$ cat config.mk
export PLATFORM = sky130hd
export DESIGN_NAME = countdown_timer
export DESIGN_NICKNAME = d
export VERILOG_FILES = /design/src/rtl/countdown_timer.sv
export SDC_FILE = /design/constraint.sdc
export NUM_CORES = 1
export LEC_CHECK = 0
export ABC_AREA = 1
export CORE_MARGIN = 2
export CORE_UTILIZATION = 25
export DETAILED_ROUTE_END_ITERATION = 7
export PLACE_DENSITY = 0.57
export SETUP_SLACK_MARGIN = 0.3
export SYNTH_ARGS = -nofsm -noshare
export SYNTH_HDL_FRONTEND = slang
export SYNTH_SLANG_ARGS = --single-unit
$ cat constraint.sdc
create_clock -name clock -period 1.5 [get_ports clock]
set_clock_uncertainty 0.05 [all_clocks]
set_input_delay 0.45 -clock clock [delete_from_list [all_inputs] [get_ports clock]]
set_output_delay 0.45 -clock clock [all_outputs]
set_load 0.02 [all_outputs]
$ cat src/rtl/countdown_timer.sv
// Loadable down-counter / interval timer with one-cycle expiry pulse
// and optional periodic auto-reload.
module countdown_timer #(
  parameter int unsigned WIDTH = 4
) (
  input  logic             clock,
  input  logic             reset,
  input  logic             clear,
  input  logic             load,
  input  logic [WIDTH-1:0] load_value,
  input  logic             enable,
  input  logic             auto_reload,
  output logic [WIDTH-1:0] count_out,
  output logic             busy,
  output logic             done_pulse,
  output logic             zero
);

  typedef enum logic {
    IDLE = 1'b0,
    RUN  = 1'b1
  } state_t;

  state_t           state, state_n;
  logic [WIDTH-1:0] reload_reg, reload_n;
  logic [WIDTH-1:0] count_n;
  logic             done_n;

  always_ff @(posedge clock or posedge reset) begin
    if (reset) begin
      state      <= IDLE;
      count_out  <= '0;
      reload_reg <= '0;
      done_pulse <= 1'b0;
    end else begin
      state      <= state_n;
      count_out  <= count_n;
      reload_reg <= reload_n;
      done_pulse <= done_n;
    end
  end

  // Priority: clear > load > decrement; done only on an unpreempted terminal edge.
  always_comb begin
    state_n  = state;
    count_n  = count_out;
    reload_n = reload_reg;
    done_n   = 1'b0;
    if (clear) begin
      count_n = '0;
      state_n = IDLE;
    end else if (load) begin
      count_n  = load_value;
      reload_n = load_value;
      state_n  = (load_value != '0) ? RUN : IDLE;
    end else if (state == RUN && enable) begin
      if (count_out > WIDTH'(1)) begin
        count_n = count_out - WIDTH'(1);
      end else begin
        done_n = 1'b1;
        if (auto_reload) begin
          count_n = reload_reg;
        end else begin
          count_n = '0;
          state_n = IDLE;
        end
      end
    end
  end

  assign busy = (state == RUN);
  assign zero = (count_out == '0);

endmodule

# [After elaboration in Yosys (flattened, before gate mapping)]
# Index checks and enable logic that the tools add are counted.
[word_totals] reg_bits=10 latch_bits=0 ram_bits=0 rom_bits=0 input_bits=10 out_inout_bits=7 word_cells=30 memories=0
[classes] add_sub_neg=1 multipliers=0 div=0 magnitude_cmp=1 n_eq_ne=2 shifts=0 muxes=15 bitwise=1 reduce_logical=6
[ops] cell="2-to-1 mux 4 bit" n=5
[ops] cell="2-to-1 mux 1 bit" n=10
[ops] cell="!= test 3 bit (second input constant)" n=2
[ops] cell="greater-than comparator 4 x 1 -> 1 bit (second input constant)" n=1
[ops] cell="logical NOT 4 bit" n=1
[ops] cell="nonzero test 4 bit" n=1
[ops] cell="subtractor 4 x 1 -> 4 bit (second input constant)" n=1
[ops] cell="AND reduction 3 bit" n=1
[ops] cell="nonzero test 3 bit" n=1
[ops] cell="AND reduction 2 bit" n=1
[ops] cell="logical AND 1 bit" n=1
[ops] cell="NOT 1 bit" n=1

# [Logic depth before layout (Yosys ltp)]
[depth] depth_word=5 ltp_mapped=10 ltp_nobuf=10

# [Worst setup path before layout]
# No wires, ideal clock.
[synth_timing] path_kind="register to output" start="register count_out[0]" end="output port zero" t_arrival_ps=1272 required_ps=1000 setup_slack_ps=-272 stages_incl_launch_ff=4 path_buffers=0 path_cell_list="dfrtp_1 -> inv_1 -> ha_1 -> nor3b_1"
[synth_between] elab_chain_cells=1
[synth_lines] item="start: declaration" line="13" rtl="output logic [WIDTH-1:0] count_out,"
[synth_lines] item="start signal: assignment" line="37" rtl="count_out <= count_n;"
[synth_lines] item="logical NOT 4 bit" line="72" rtl="assign zero = (count_out == '0);"
[synth_lines] item="end: declaration" line="16" rtl="output logic zero"
# Every way passes these cells.

# [Worst setup path in the final report]
[layout_timing] start="register count_out[1]" end="output port zero"
# Same word-level chain as after synthesis.

==> key figures <==
STA
  – Slew Limit Headroom: roughly three quarters
  – Hold Vio Cnt, Final: 0
  – Final period util: 112%
  – Max-slew violation count: 0
  – Maximum clock frequency: between 500 and 600 MHz
  – Worst-Margin Slew: around 0.40 ns
  – Count of final setup violators: 6
  – Minimum clock period: between 1.5 and 2 ns
  – Setup TNS: -0.681 ns
  – Worst Slack Setup Final: -0.175 ns
  – RSZ-0062 raised after global routing: true

Critical path
  – Delay-heaviest family, CP: flip-flops
  – Largest stage delay, worst path: 0.41 ns
  – RR Startpoint: count_out[0]
  – Worst Path Max Fanout: 2
  – FF-to-FF path depth: 12
  – Setup crit start kind: register
  – Setup CP Type: register to output port
  – R2r setup slk: -0.11 ns
  – Slowest CP cell: dfrtp_2
  – Crit Reg-Reg Endpoint: count_out[0]
  – Worst Path Arrival: 1.18 ns
  – CP Capture Type: output port
  – Worst path bufs/invs: 2
  – WP data required: 1.00 ns
  – Crit-path cells: inv_2, ha_4, nor3b_4, buf_6

Logic synthesis
  – Synth warnings: 0
  – Synthesized area: 649 um^2
  – Xor-xnor portion of the synthesized cell area: 0%
  – Synthesized net count: 100
  – Complex-gate fraction of the synthesized area: approximately 8.5%
  – Post-Synth Adder-Cell Area: between 5 and 6%
  – #FFs+latches synth: 10
  – Largest family of logic cells by synthesized area: simple AND/OR/NAND/NOR gates
  – Cells after Synth: just under 90
  – Mux cell area share after synthesis: 0%
  – Synth Area in Simple Gates: 38.5%
  – Syn Area/Cell: 7.46 um^2
  – Post-synthesis sequential area ratio: around two fifths
  – Yosys cell types: 22

Final layout
  – Fill cell count: between 200 and 300
  – Post-route insts no fill: 150
  – Diode count: 0
  – Design area: 1110 um^2
  – Share of layout cells above drive strength 1: between 40% and 50%
  – Final-stage net count: about 140
  – Synth-to-layout area growth: 70.5%

Placement
  – Dpl cells: 142
  – Post-DP HPWL: roughly 1.2 mm
  – Area after DPL: between 900 and 1000 um^2
  – Port bufs: 16
  – Final RePlAce weighted congestion: between 0.7 and 0.8

Clock network
  – CTS Buf Count: 3
  – Post-CTS Hold Buffers: 0
  – CTS H-tree depth: 1
  – CTS Sinks: 10
  – Clock transition at the registers of the reported paths: roughly 0.070 ns
  – Root buffer cell: clkbuf_4
  – Worst-skew pair later-pin latency: 0.26 ns
  – Bufs on Longest Clock Path: 2
  – TritonCTS clock tree: yes

Route
  – Post-DRT Antenna Nets: 0
  – Iteration-0 DRC Markers: 15
  – DR WL/cell: approximately 11 um
  – Vias: 657
  – Initial DRT Pass Iterations: 4
  – Drt drc: 0
  – Post-Route WL: 1.70 mm
  – DR vias/cell: about 4.4

Global route
  – Initial antenna violation count: 0
  – Largest net degree at the start of global routing: 11
  – GR Util All Layers: between 10 and 15%
  – First-pass GRT wire length: around 2.6 mm
  – Gr ovfl total: 0
  – Vias in the first global route: slightly below 600

Floorplan
  – IO Pins: 17
  – Die Wd: 55.0 um
  – Core Box Area: approximately 2500 um^2
  – Initial core utilization: 26.2%
  – Rows: 18
  – Die footprint: about 3000 um^2
  – Die height: between 50 and 60 um

Run status
  – Status: finished, violations left
  – Failing checks: negative setup slack

Min path
  – Hold Path Cell Cnt: 2
  – Min-delay worst type: primary input to register
  – Worst Hold Launch: load
  – Hold Crit Endpoint: done_pulse

Flow run
  – Maximum Capacitance Violations: 0

Power and ir drop
  – P_leak: 0.524 nW
  – P per Cell Area: about 1000 nW/um^2
  – Max rail drop VDD: about 0.0007 V
-- area by class of cell --
| type | instances | area, um^2 | area share [%] |
|---|---|---|---|
| sequential | 10 | 253 | 22.8 |
| inverter | 15 | 58.8 | 5.31 |
| clock buffer | 3 | 22.5 | 2.03 |
| multi-input combinational | 62 | 460 | 41.6 |
| tap | 30 | 37.5 | 3.39 |
| timing repair buffer | 30 | 275 | 24.9 |
-- repair_timing --
item | in CTS | in global routing
gates cloned | 0 | 0
setup buffers | 3 | 2
endpoints found under the setup margin | 17 | 15
pin swaps | 7 | 9
resized for setup | 54 | 16
-- how the worst max path moves through the flow --
stage / startpoint / endpoint / slack, ns / cells after the start
final: count_out[1] / zero / -0.18 / 4
after global routing: count_out[1] / zero / -0.21 / 4
after CTS: count_out[0] / zero / -0.18 / 4
after detailed placement: count_out[1] / zero / -0.35 / 4
after global placement: count_out[1] / zero / -0.34 / 4
after floorplan: count_out[0] / zero / 0.05 / 3
-- report_power, final --
group / total [mW] / internal, mW / switching (mW)
sequential: 0.332 / 0.307 / 0.0243
combinational: 0.621 / 0.292 / 0.329
clock: 0.182 / 0.0925 / 0.0892
-- synthesized netlist by cell type (all sizes together) --
cell type / count / area share (%)
nand3: 5 / 4.6
nand4: 1 / 0.96
nand3b: 2 / 2.3
inv: 15 / 8.7
nor4: 1 / 0.96
o31ai: 1 / 1.2
nand2: 24 / 16
a21oi: 2 / 2.1
nor2: 16 / 12
ha: 3 / 5.8
nor3b: 1 / 1.2
dfrtp: 10 / 39
o21ai: 6 / 5.2
-- cells in the final DEF (no fill, tap or decap) --
cell             Yosys  layout
nor2_4               2       3
a21oi_1              1       1
nand2_2              3       5
nand4_1              1       1
nor4_2               0       1
inv_1               13       9
nor2_2               2       3
o21ai_2              1       1
nand3_1              4       4
o21ai_0              4       4
a21oi_2              1       1
clkbuf_2             0       1
nand2_4              1       2
ha_4                 0       3
nand2_8              0       2
o21ai_1              1       1
buf_4                0      12
clkdlybuf4s50_1      0       7
dlygate4sd2_1        0       1
nand2_1             20      15
nor2_1              12      10
nand3b_1             2       2
inv_4                0       1
dfrtp_2              0       2
buf_6                0       9
clkbuf_4             0       3
nand3_4              0       1
inv_2                2       5
o31ai_1              1       1
dfrtp_1             10       8
nor3b_4              0       1
-- worst register-to-register path, delay by kind of cell (launching register included) --
family | cells | cell delay (ns)
and+or+nand+nor | 7 | 0.47
buffers and inverters | 4 | 0.42
DFF | 1 | 0.41
adders and majority gates | 1 | 0.16
-- metal layers --
layer  up-vias  track usage (%)  share of wire, %
met5         -                0                 0
met4         0             8.54               1.5
met3         2             2.42               2.4
met2        10             19.8                52
met1       305             15.2                44
li1        340                -                 -
-- logic make-up (layout without fill, tap and decap cells) --
| group | after synthesis | count (layout) |
|---|---|---|
| adders and majority gates | 3 | 3 |
| AOI/OAI and AO/OA | 9 | 9 |
| and+or+nand+nor | 50 | 50 |
| buffers and inverters | 15 | 48 |
| DFF | 10 | 10 |
-- stage by stage --
stage	utilization [%]	hold slack, ns	total power, mW	setup WS (ns)
final	44.7	0.376	1.13	-0.175
after global routing	44.7	0.377	1.21	-0.215
after floorplan	-	0.240	0.604	0.0515
after global placement	38.0	0.422	0.786	-0.336
after CTS	41.9	0.442	1.04	-0.176
after detailed placement	38.0	0.452	0.791	-0.352
Power figures use the tool's default switching activity.
